[src/rtl/ped_signal_controller_pkg.sv]
// ---------------------------------------------------------------------------
// ped_pkg
// Shared definitions for the pedestrian signal controller:
//   - lamp encodings driven by the upstream traffic_light_controller
//   - per-crossing FSM state enum
//   - lamp_valid(): true only for the three legal one-hot lamp codes
// ---------------------------------------------------------------------------
package ped_pkg;

  localparam logic [2:0] LAMP_RED    = 3'b100;
  localparam logic [2:0] LAMP_YELLOW = 3'b010;
  localparam logic [2:0] LAMP_GREEN  = 3'b001;

  typedef enum logic [1:0] {
    IDLE  = 2'd0,
    WALK  = 2'd1,
    FLASH = 2'd2
  } ped_state_t;

  function automatic logic lamp_valid(input logic [2:0] lamp);
    return (lamp == LAMP_RED) || (lamp == LAMP_YELLOW) || (lamp == LAMP_GREEN);
  endfunction

endpackage

[src/rtl/ped_signal_controller_if.sv]
// ---------------------------------------------------------------------------
// ped_signal_controller_if
// Bundles the lamp inputs, push buttons and pedestrian head outputs.
//   master : the environment (traffic controller + buttons), drives lamps and
//            buttons, observes the heads and fault flag
//   slave  : ped_signal_controller
// Signals:
//   ns, ew          3-bit lamp codes (RED/YELLOW/GREEN)
//   btn_ns, btn_ew  level push buttons, synchronous to clk
//   walk_*          WALK heads
//   dontwalk_*      DONT_WALK heads
//   fault           sticky conflict / invalid-lamp flag
// ---------------------------------------------------------------------------
interface ped_signal_controller_if;

  logic [2:0] ns;
  logic [2:0] ew;
  logic       btn_ns;
  logic       btn_ew;
  logic       walk_ns;
  logic       dontwalk_ns;
  logic       walk_ew;
  logic       dontwalk_ew;
  logic       fault;

  modport master (
    output ns, ew, btn_ns, btn_ew,
    input  walk_ns, dontwalk_ns, walk_ew, dontwalk_ew, fault
  );

  modport slave (
    input  ns, ew, btn_ns, btn_ew,
    output walk_ns, dontwalk_ns, walk_ew, dontwalk_ew, fault
  );

endinterface

[src/rtl/ped_signal_controller_crossing_fsm.sv]
// ---------------------------------------------------------------------------
// ped_crossing_fsm
// One crosswalk: request latch, green-onset detect, phase counter and the
// IDLE -> WALK -> FLASH -> IDLE sequencer. Heads are registered.
// Ports:
//   clk, rst     clock, synchronous active-high reset
//   lamp         lamp of the traffic direction this crossing walks alongside
//   btn          push button (level)
//   force_idle   hold in IDLE, drop the request, ignore the button
//   walk         WALK head
//   dontwalk     DONT_WALK head (solid in IDLE, toggling in FLASH)
// ---------------------------------------------------------------------------
module ped_crossing_fsm
  import ped_pkg::*;
#(
  parameter int WALK_CYCLES  = 4,
  parameter int FLASH_CYCLES = 4,
  parameter int CNT_W        = 8
) (
  input  logic       clk,
  input  logic       rst,
  input  logic [2:0] lamp,
  input  logic       btn,
  input  logic       force_idle,
  output logic       walk,
  output logic       dontwalk
);

  // Counter runs 0..N-1 inside a phase; the last value triggers the exit.
  localparam logic [CNT_W-1:0] WALK_LAST  = CNT_W'(WALK_CYCLES - 1);
  localparam logic [CNT_W-1:0] FLASH_LAST = CNT_W'(FLASH_CYCLES - 1);

  ped_state_t       state_q, state_d;
  logic [CNT_W-1:0] cnt_q, cnt_d;
  logic             req_q, req_d;
  logic             prev_green_q;
  logic             walk_d, dontwalk_d;
  logic             is_green, onset;

  assign is_green = (lamp == LAMP_GREEN);
  assign onset    = is_green && !prev_green_q;

  // NOTE: every signal written here gets a default first, so no path leaves
  // one unassigned and no latch is inferred.
  always_comb begin
    state_d = state_q;
    cnt_d   = cnt_q;
    // Presses while walking are dropped; otherwise they stick until granted.
    req_d   = req_q || (btn && (state_q != WALK));

    unique case (state_q)
      IDLE: begin
        // A press in the onset cycle itself counts as a request.
        if (onset && (req_q || btn)) begin
          state_d = WALK;
          cnt_d   = '0;
          req_d   = 1'b0;
        end
      end
      WALK: begin
        // Leave on timeout, or as soon as the lamp stops being green.
        if ((cnt_q == WALK_LAST) || !is_green) begin
          state_d = FLASH;
          cnt_d   = '0;
        end else begin
          cnt_d = cnt_q + 1'b1;
        end
      end
      FLASH: begin
        // Clearance always runs to completion, independent of the lamp.
        if (cnt_q == FLASH_LAST) begin
          state_d = IDLE;
          cnt_d   = '0;
        end else begin
          cnt_d = cnt_q + 1'b1;
        end
      end
      default: begin
        state_d = IDLE;
        cnt_d   = '0;
      end
    endcase

    if (force_idle) begin
      state_d = IDLE;
      cnt_d   = '0;
      req_d   = 1'b0;
    end

    // Heads are decoded from the next state so they change on the same edge.
    walk_d = (state_d == WALK);
    unique case (state_d)
      WALK:    dontwalk_d = 1'b0;
      // First FLASH cycle shows 0, then toggles each cycle.
      FLASH:   dontwalk_d = (state_q == FLASH) ? !dontwalk : 1'b0;
      default: dontwalk_d = 1'b1;
    endcase
  end

  // NOTE: sequential state uses non-blocking assignments only, so every
  // register samples pre-edge values regardless of evaluation order.
  always_ff @(posedge clk) begin
    if (rst) begin
      state_q      <= IDLE;
      cnt_q        <= '0;
      req_q        <= 1'b0;
      prev_green_q <= 1'b0;
      walk         <= 1'b0;
      dontwalk     <= 1'b1;
    end else begin
      state_q      <= state_d;
      cnt_q        <= cnt_d;
      req_q        <= req_d;
      prev_green_q <= is_green;
      walk         <= walk_d;
      dontwalk     <= dontwalk_d;
    end
  end

endmodule

[src/rtl/ped_signal_controller.sv]
// ---------------------------------------------------------------------------
// ped_signal_controller
// Pedestrian heads for the NS and EW crosswalks, driven from the traffic
// lamps, plus a sticky safety monitor that forces all heads to solid
// DONT_WALK on any conflicting or invalid lamp pattern.
// Ports:
//   clk   system clock, rising edge
//   rst   synchronous active-high reset
//   bus   ped_signal_controller_if.slave: lamps and buttons in, heads and
//         fault out (all outputs registered)
// ---------------------------------------------------------------------------
module ped_signal_controller
  import ped_pkg::*;
#(
  parameter int WALK_CYCLES  = 4,
  parameter int FLASH_CYCLES = 4,
  parameter int CNT_W        = 8
) (
  input  logic                    clk,
  input  logic                    rst,
  ped_signal_controller_if.slave  bus
);

  logic bad_lamps;
  logic fault_q;
  logic force_idle;
  logic walk_ns, dontwalk_ns, walk_ew, dontwalk_ew;

  // Unsafe: neither direction is red, or either lamp code is illegal.
  assign bad_lamps = ((bus.ns != LAMP_RED) && (bus.ew != LAMP_RED)) ||
                     !lamp_valid(bus.ns) || !lamp_valid(bus.ew);

  // Include the live detection so the heads go safe on the same edge that
  // raises fault, pre-empting any FSM transition sampled in the bad cycle.
  assign force_idle = fault_q || bad_lamps;

  // NOTE: only control state is reset; there is no storage array here that
  // would need a clear sequence.
  always_ff @(posedge clk) begin
    if (rst) begin
      fault_q <= 1'b0;
    end else if (bad_lamps) begin
      fault_q <= 1'b1;
    end
  end

  ped_crossing_fsm #(
    .WALK_CYCLES (WALK_CYCLES),
    .FLASH_CYCLES(FLASH_CYCLES),
    .CNT_W       (CNT_W)
  ) u_ns (
    .clk       (clk),
    .rst       (rst),
    .lamp      (bus.ns),
    .btn       (bus.btn_ns),
    .force_idle(force_idle),
    .walk      (walk_ns),
    .dontwalk  (dontwalk_ns)
  );

  ped_crossing_fsm #(
    .WALK_CYCLES (WALK_CYCLES),
    .FLASH_CYCLES(FLASH_CYCLES),
    .CNT_W       (CNT_W)
  ) u_ew (
    .clk       (clk),
    .rst       (rst),
    .lamp      (bus.ew),
    .btn       (bus.btn_ew),
    .force_idle(force_idle),
    .walk      (walk_ew),
    .dontwalk  (dontwalk_ew)
  );

  assign bus.walk_ns     = walk_ns;
  assign bus.dontwalk_ns = dontwalk_ns;
  assign bus.walk_ew     = walk_ew;
  assign bus.dontwalk_ew = dontwalk_ew;
  assign bus.fault       = fault_q;

endmodule

[src/flat_wrapper.sv]
// flat-port wrapper written by rule: the top's interface ports become plain ports
module ped_signal_controller_flat import ped_pkg::*;
#(
  parameter int WALK_CYCLES  = 4,
  parameter int FLASH_CYCLES = 4,
  parameter int CNT_W        = 8
)
  (clk, rst, bus_ns, bus_ew, bus_btn_ns, bus_btn_ew, bus_walk_ns, bus_dontwalk_ns, bus_walk_ew, bus_dontwalk_ew, bus_fault);
  ped_signal_controller_if bus_i ();
  input  logic clk;
  input  logic rst;
  input wire logic [$bits(bus_i.ns)-1:0] bus_ns;
  input wire logic [$bits(bus_i.ew)-1:0] bus_ew;
  input wire logic [$bits(bus_i.btn_ns)-1:0] bus_btn_ns;
  input wire logic [$bits(bus_i.btn_ew)-1:0] bus_btn_ew;
  output wire logic [$bits(bus_i.walk_ns)-1:0] bus_walk_ns;
  output wire logic [$bits(bus_i.dontwalk_ns)-1:0] bus_dontwalk_ns;
  output wire logic [$bits(bus_i.walk_ew)-1:0] bus_walk_ew;
  output wire logic [$bits(bus_i.dontwalk_ew)-1:0] bus_dontwalk_ew;
  output wire logic [$bits(bus_i.fault)-1:0] bus_fault;
  assign bus_i.ns = bus_ns;
  assign bus_i.ew = bus_ew;
  assign bus_i.btn_ns = bus_btn_ns;
  assign bus_i.btn_ew = bus_btn_ew;
  assign bus_walk_ns = bus_i.walk_ns;
  assign bus_dontwalk_ns = bus_i.dontwalk_ns;
  assign bus_walk_ew = bus_i.walk_ew;
  assign bus_dontwalk_ew = bus_i.dontwalk_ew;
  assign bus_fault = bus_i.fault;
  ped_signal_controller #(.WALK_CYCLES(WALK_CYCLES), .FLASH_CYCLES(FLASH_CYCLES), .CNT_W(CNT_W)) u_core (.clk(clk), .rst(rst), .bus(bus_i));
endmodule
[config.mk]
export PLATFORM = sky130hd
export DESIGN_NAME = ped_signal_controller_flat
export DESIGN_NICKNAME = d
export VERILOG_FILES = /design/src/rtl/ped_signal_controller_pkg.sv /design/src/rtl/ped_signal_controller_if.sv /design/src/rtl/ped_signal_controller_crossing_fsm.sv /design/src/rtl/ped_signal_controller.sv /design/src/flat_wrapper.sv
export SDC_FILE = /design/constraint.sdc
export NUM_CORES = 1
export LEC_CHECK = 0
export CAP_MARGIN = 15
export CORE_ASPECT_RATIO = 1.2
export CORE_MARGIN = 2
export CORE_UTILIZATION = 50
export CTS_CLUSTER_DIAMETER = 30
export DETAILED_ROUTE_END_ITERATION = 8
export MAX_ROUTING_LAYER = met4
export PLACE_DENSITY = 0.83
export SYNTH_ARGS = -nofsm -noshare
export SYNTH_HDL_FRONTEND = slang
export SYNTH_SLANG_ARGS = --single-unit
[constraint.sdc]
create_clock -name clk -period 2 [get_ports clk]
set_clock_uncertainty 0.1 [all_clocks]
set_input_delay 0.2 -clock clk [delete_from_list [all_inputs] [get_ports clk]]
set_output_delay 0.2 -clock clk [all_outputs]
set_load 0.03 [all_outputs]
==> run summary, run 1 <==
The flow ran to the end, and the final reports show no timing, DRC or antenna violations. 15 I/O pins were placed. After detailed routing, the average wire length per cell comes to 14.20 um. Tightest slew margin relative to the limit: 0.6729.

For this run, the top clock speed supported by timing is 511.4 MHz. In this run the mean area of a mapped cell was 9.508 um^2. Counting the buffers created by CTS gives 5. The area growth from synthesis to layout is 31.76%.

The Yosys step of the flow raised 0 warnings. From left edge to right edge, the die measures 54.67 um. The number of nets handed over by synthesis was 182. TritonCTS built the clock tree. For the number of slew-limit violations in the final report, the log shows 0. The required arrival time at the worst endpoint came out at 2.14 ns. The worst-case IR drop observed on VDD is 0.0005135 V. The run gives 41 as the distinct cell type count after synthesis. 0 antenna diodes ended up in the layout. The final clock period utilization by the worst path is 0.9777. The finished layout holds 241 standard cells, fillers aside. The first detailed-routing pass took 4 iterations. For the finished layout, the period the worst path requires is 1.955 ns. During placement, the flow inserted port buffers numbering 14. The initial standard-cell utilization of the core was 0.5133. Accumulated negative setup slack: 0 ns. STA classifies the critical path endpoint as a flop. The final count of hold timing violations was 0. The first global-routing pass estimated 5.526 mm of wire. The logs give 0 for the number of buffers inserted by hold repair at cts and 233 for the cell count after placement.

In the layout the commonest cells are sky130_fd_sc_hd__dfxtp_1, sky130_fd_sc_hd__nor2_1, sky130_fd_sc_hd__buf_4. At the placement stage, the worst setup path has a slack of -0.2875 ns. In this run the worst hold path is classified as input pin to flop. After floorplanning, the core was divided into 22 placement rows.

The region available for standard cell placement spans 3000 um^2. Summed over all cells, the static leakage comes to 0.0007573 uW. Setup repair after global routing could not meet its margin everywhere.

Routed via count: 1324. The die outline area was 3542 um^2; the die height was 64.80 um. Entering global routing, the biggest net connects 10 pins. Share of cells above drive strength 1: 0.2439. The post-detailed-route count of antenna-violating nets was 0.

The critical path is of the input pin to flop type. The logs give 29 for the number of clock sinks seen by CTS and 0 for the post-CTS repair timing setup buffer count. No sink is reached through more buffers than the 2 on the longest clock path. Largest fanout of any net on the critical path: 4. The routed via count divided by cell count was 5.494; the maximum level of the CTS H-tree was 2. Summing all placed instances gives a cell area of 1886 um^2. The tools report the post-layout worst setup margin as 0.04451 ns.

Counting every instance in the synthesized netlist gives 162. After detailed routing, the number of remaining DRC violations is 0. The number of global-route vias before repair came out at 1370. The tools report the latest clock arrival within the worst-skew pair as 0.33 ns. The initial antenna violation count is 0.

The total overflow left after global routing is 0. The final-stage net count is 224, and the portion of the post-synthesis area used by sequential elements is 0.3769. After routing the design area is 2029 um^2. The final weighted congestion of routability-driven global placement came out at 0.8269. For the total global routing track utilization, the log shows 0.2204. The startpoint class of the critical path was an input pin. Setup violations remaining at the end of the flow were counted as 0. At the pin with the least slew margin, the transition time is 0.4838 ns.

The total power divided by cell area is 578.3 nW/um^2, and the arrival time of data at the critical path endpoint is 2.09 ns. The number of DRC markers after the initial detailed-route iteration came out at 17. The flip-flop and latch count after synthesis was 29. The clock transition at the registers of the reported paths is 0.09 ns. The HPWL after detailed placement is 2.581 mm. The most common library cell in the layout ignoring fill and taps was sky130_fd_sc_hd__dfxtp_1. The tools report the worst hold slack across all endpoints as 0.3989 ns. The area of the mapped netlist came out at 1540 um^2. Max-cap violations in this run came to 0.

In this run the clock root is driven by a sky130_fd_sc_hd__clkbuf_4. The tools report the routed wire length as 3.423 mm.
==> cell families after synthesis <==
kind of cell,synth area share
simple gates,0.2794
flops,0.3769
compound gates,0.1365
xor+xnor,0.08530
buf+inv,0.02762
fa+ha+maj,0.08123
mux,0.01300
==> worst max-delay path, stage by stage <==
cell and delay [ns]:
sky130_fd_sc_hd__clkdlybuf4s50_1 0.48, sky130_fd_sc_hd__or3b_4 0.42, sky130_fd_sc_hd__nor4b_1 0.45, sky130_fd_sc_hd__o22ai_2 0.20, sky130_fd_sc_hd__nand2b_1 0.18, sky130_fd_sc_hd__a21o_1 0.17
==> metal layers <==
metal | GRT usage | share of wire
met1 | 0.2108 | 0.40
met2 | 0.3899 | 0.54
met3 | 0.08065 | 0.039
met4 | 0.07500 | 0.014
met5 | - | 0
==> state kept, by name, indices dropped and copies added (netlist names), 2 cells and up <==
name,cells
u_core.u_ew.state_q,2
u_core.u_ew.cnt_q,8
u_core.u_ns.cnt_q,8
u_core.u_ns.state_q,2
==> path summary, 6_finish.rpt <==
| kind | startpoint | end | slack, ns | cells after the start |
|---|---|---|---|---|
| worst max-delay path | bus_ew[0] | u_core.u_ew.dontwalk | 0.04 | 6 |
| worst min-delay path | rst | u_core.u_ew.prev_green_q | 0.40 | 2 |
| worst max register to register | u_core.u_ew.cnt_q[1] | u_core.u_ew.dontwalk | 0.07 | 6 |
| worst min register to register | u_core.u_ew.req_q | u_core.u_ew.req_q | 0.43 | 2 |
==> power by group <==
part / leakage [uW] / total (uW) / switching (uW) / internal [uW]
Combinational: 0.000476 / 85.3 / 38.8 / 46.6
Sequential: 0.000236 / 582 / 2.01 / 580
Clock: 0.0000455 / 507 / 208 / 298
Total: 0.000757 / 1170 / 249 / 925
==> metrics by stage <==
stage	utilization	total power, uW
finish	0.6764	1174
global route	0.6764	1214
CTS	0.6651	1176
detailed placement	0.6284	676.4
global placement	0.6284	673.4
floorplan	-	629.8
==> what timing repair did <==
action / CTS / global route
resized for setup: 4 / 9
pin swaps: 0 / 3
gates cloned: 0 / 0
endpoints found under the setup margin: 2 / 13
==> Yosys cell counts (all sizes together) <==
cell type,number,area [um^2]
and3,5,31.28
a21o,2,16.27
nand2b,5,31.28
a2bb2oi,1,8.760
nor4,3,18.77
a211oi,2,15.01
a221o,2,21.27
a21oi,2,10.01
nor4b,3,41.29
o21ai,2,10.01
nor3,6,30.03
o2bb2a,1,10.01
or3b,3,31.28
nor2b,2,12.51
nand3,1,5.000
o31ai,2,42.54
and2,4,25.02
xnor2,3,26.28
a2111oi,1,15.01
ha,10,125.1
o211ai,1,7.510
xor2,12,105.1
or2,1,6.260
inv,10,37.54
mux2i,2,20.02
nand2,4,15.01
and4,1,8.760
nor3b,2,15.01
nor4bb,1,10.01
buf,1,5.000
o2bb2ai,3,26.28
nand4,8,50.05
o2111ai,1,15.01
and4bb,1,12.51
nor2,23,86.33
dfxtp,29,580.6
o22ai,2,12.51
==> area by class of cell <==
class	count	area, um^2
clock inverters	1	30.03
well taps	36	45.04
flip-flops and latches	29	584.3
multi-input cells	122	972.2
inverters	10	37.54
fillers	239	970.9
repair buffers	36	305.3
clock buffers	7	55.05
No activity file was read; power rests on OpenSTA's default activity.
==> run 2: changes to the inputs <==
--- a/config.mk
+++ b/config.mk
@@ -11,6 +11,7 @@
 export CORE_UTILIZATION = 50
 export CTS_CLUSTER_DIAMETER = 30
 export DETAILED_ROUTE_END_ITERATION = 8
+export HOLD_SLACK_MARGIN = 0.12
 export MAX_ROUTING_LAYER = met4
 export PLACE_DENSITY = 0.83
 export SYNTH_ARGS = -nofsm -noshare
==> results of run 2 <==
The final DEF is identical to that of run 1; final timing and power are the same.
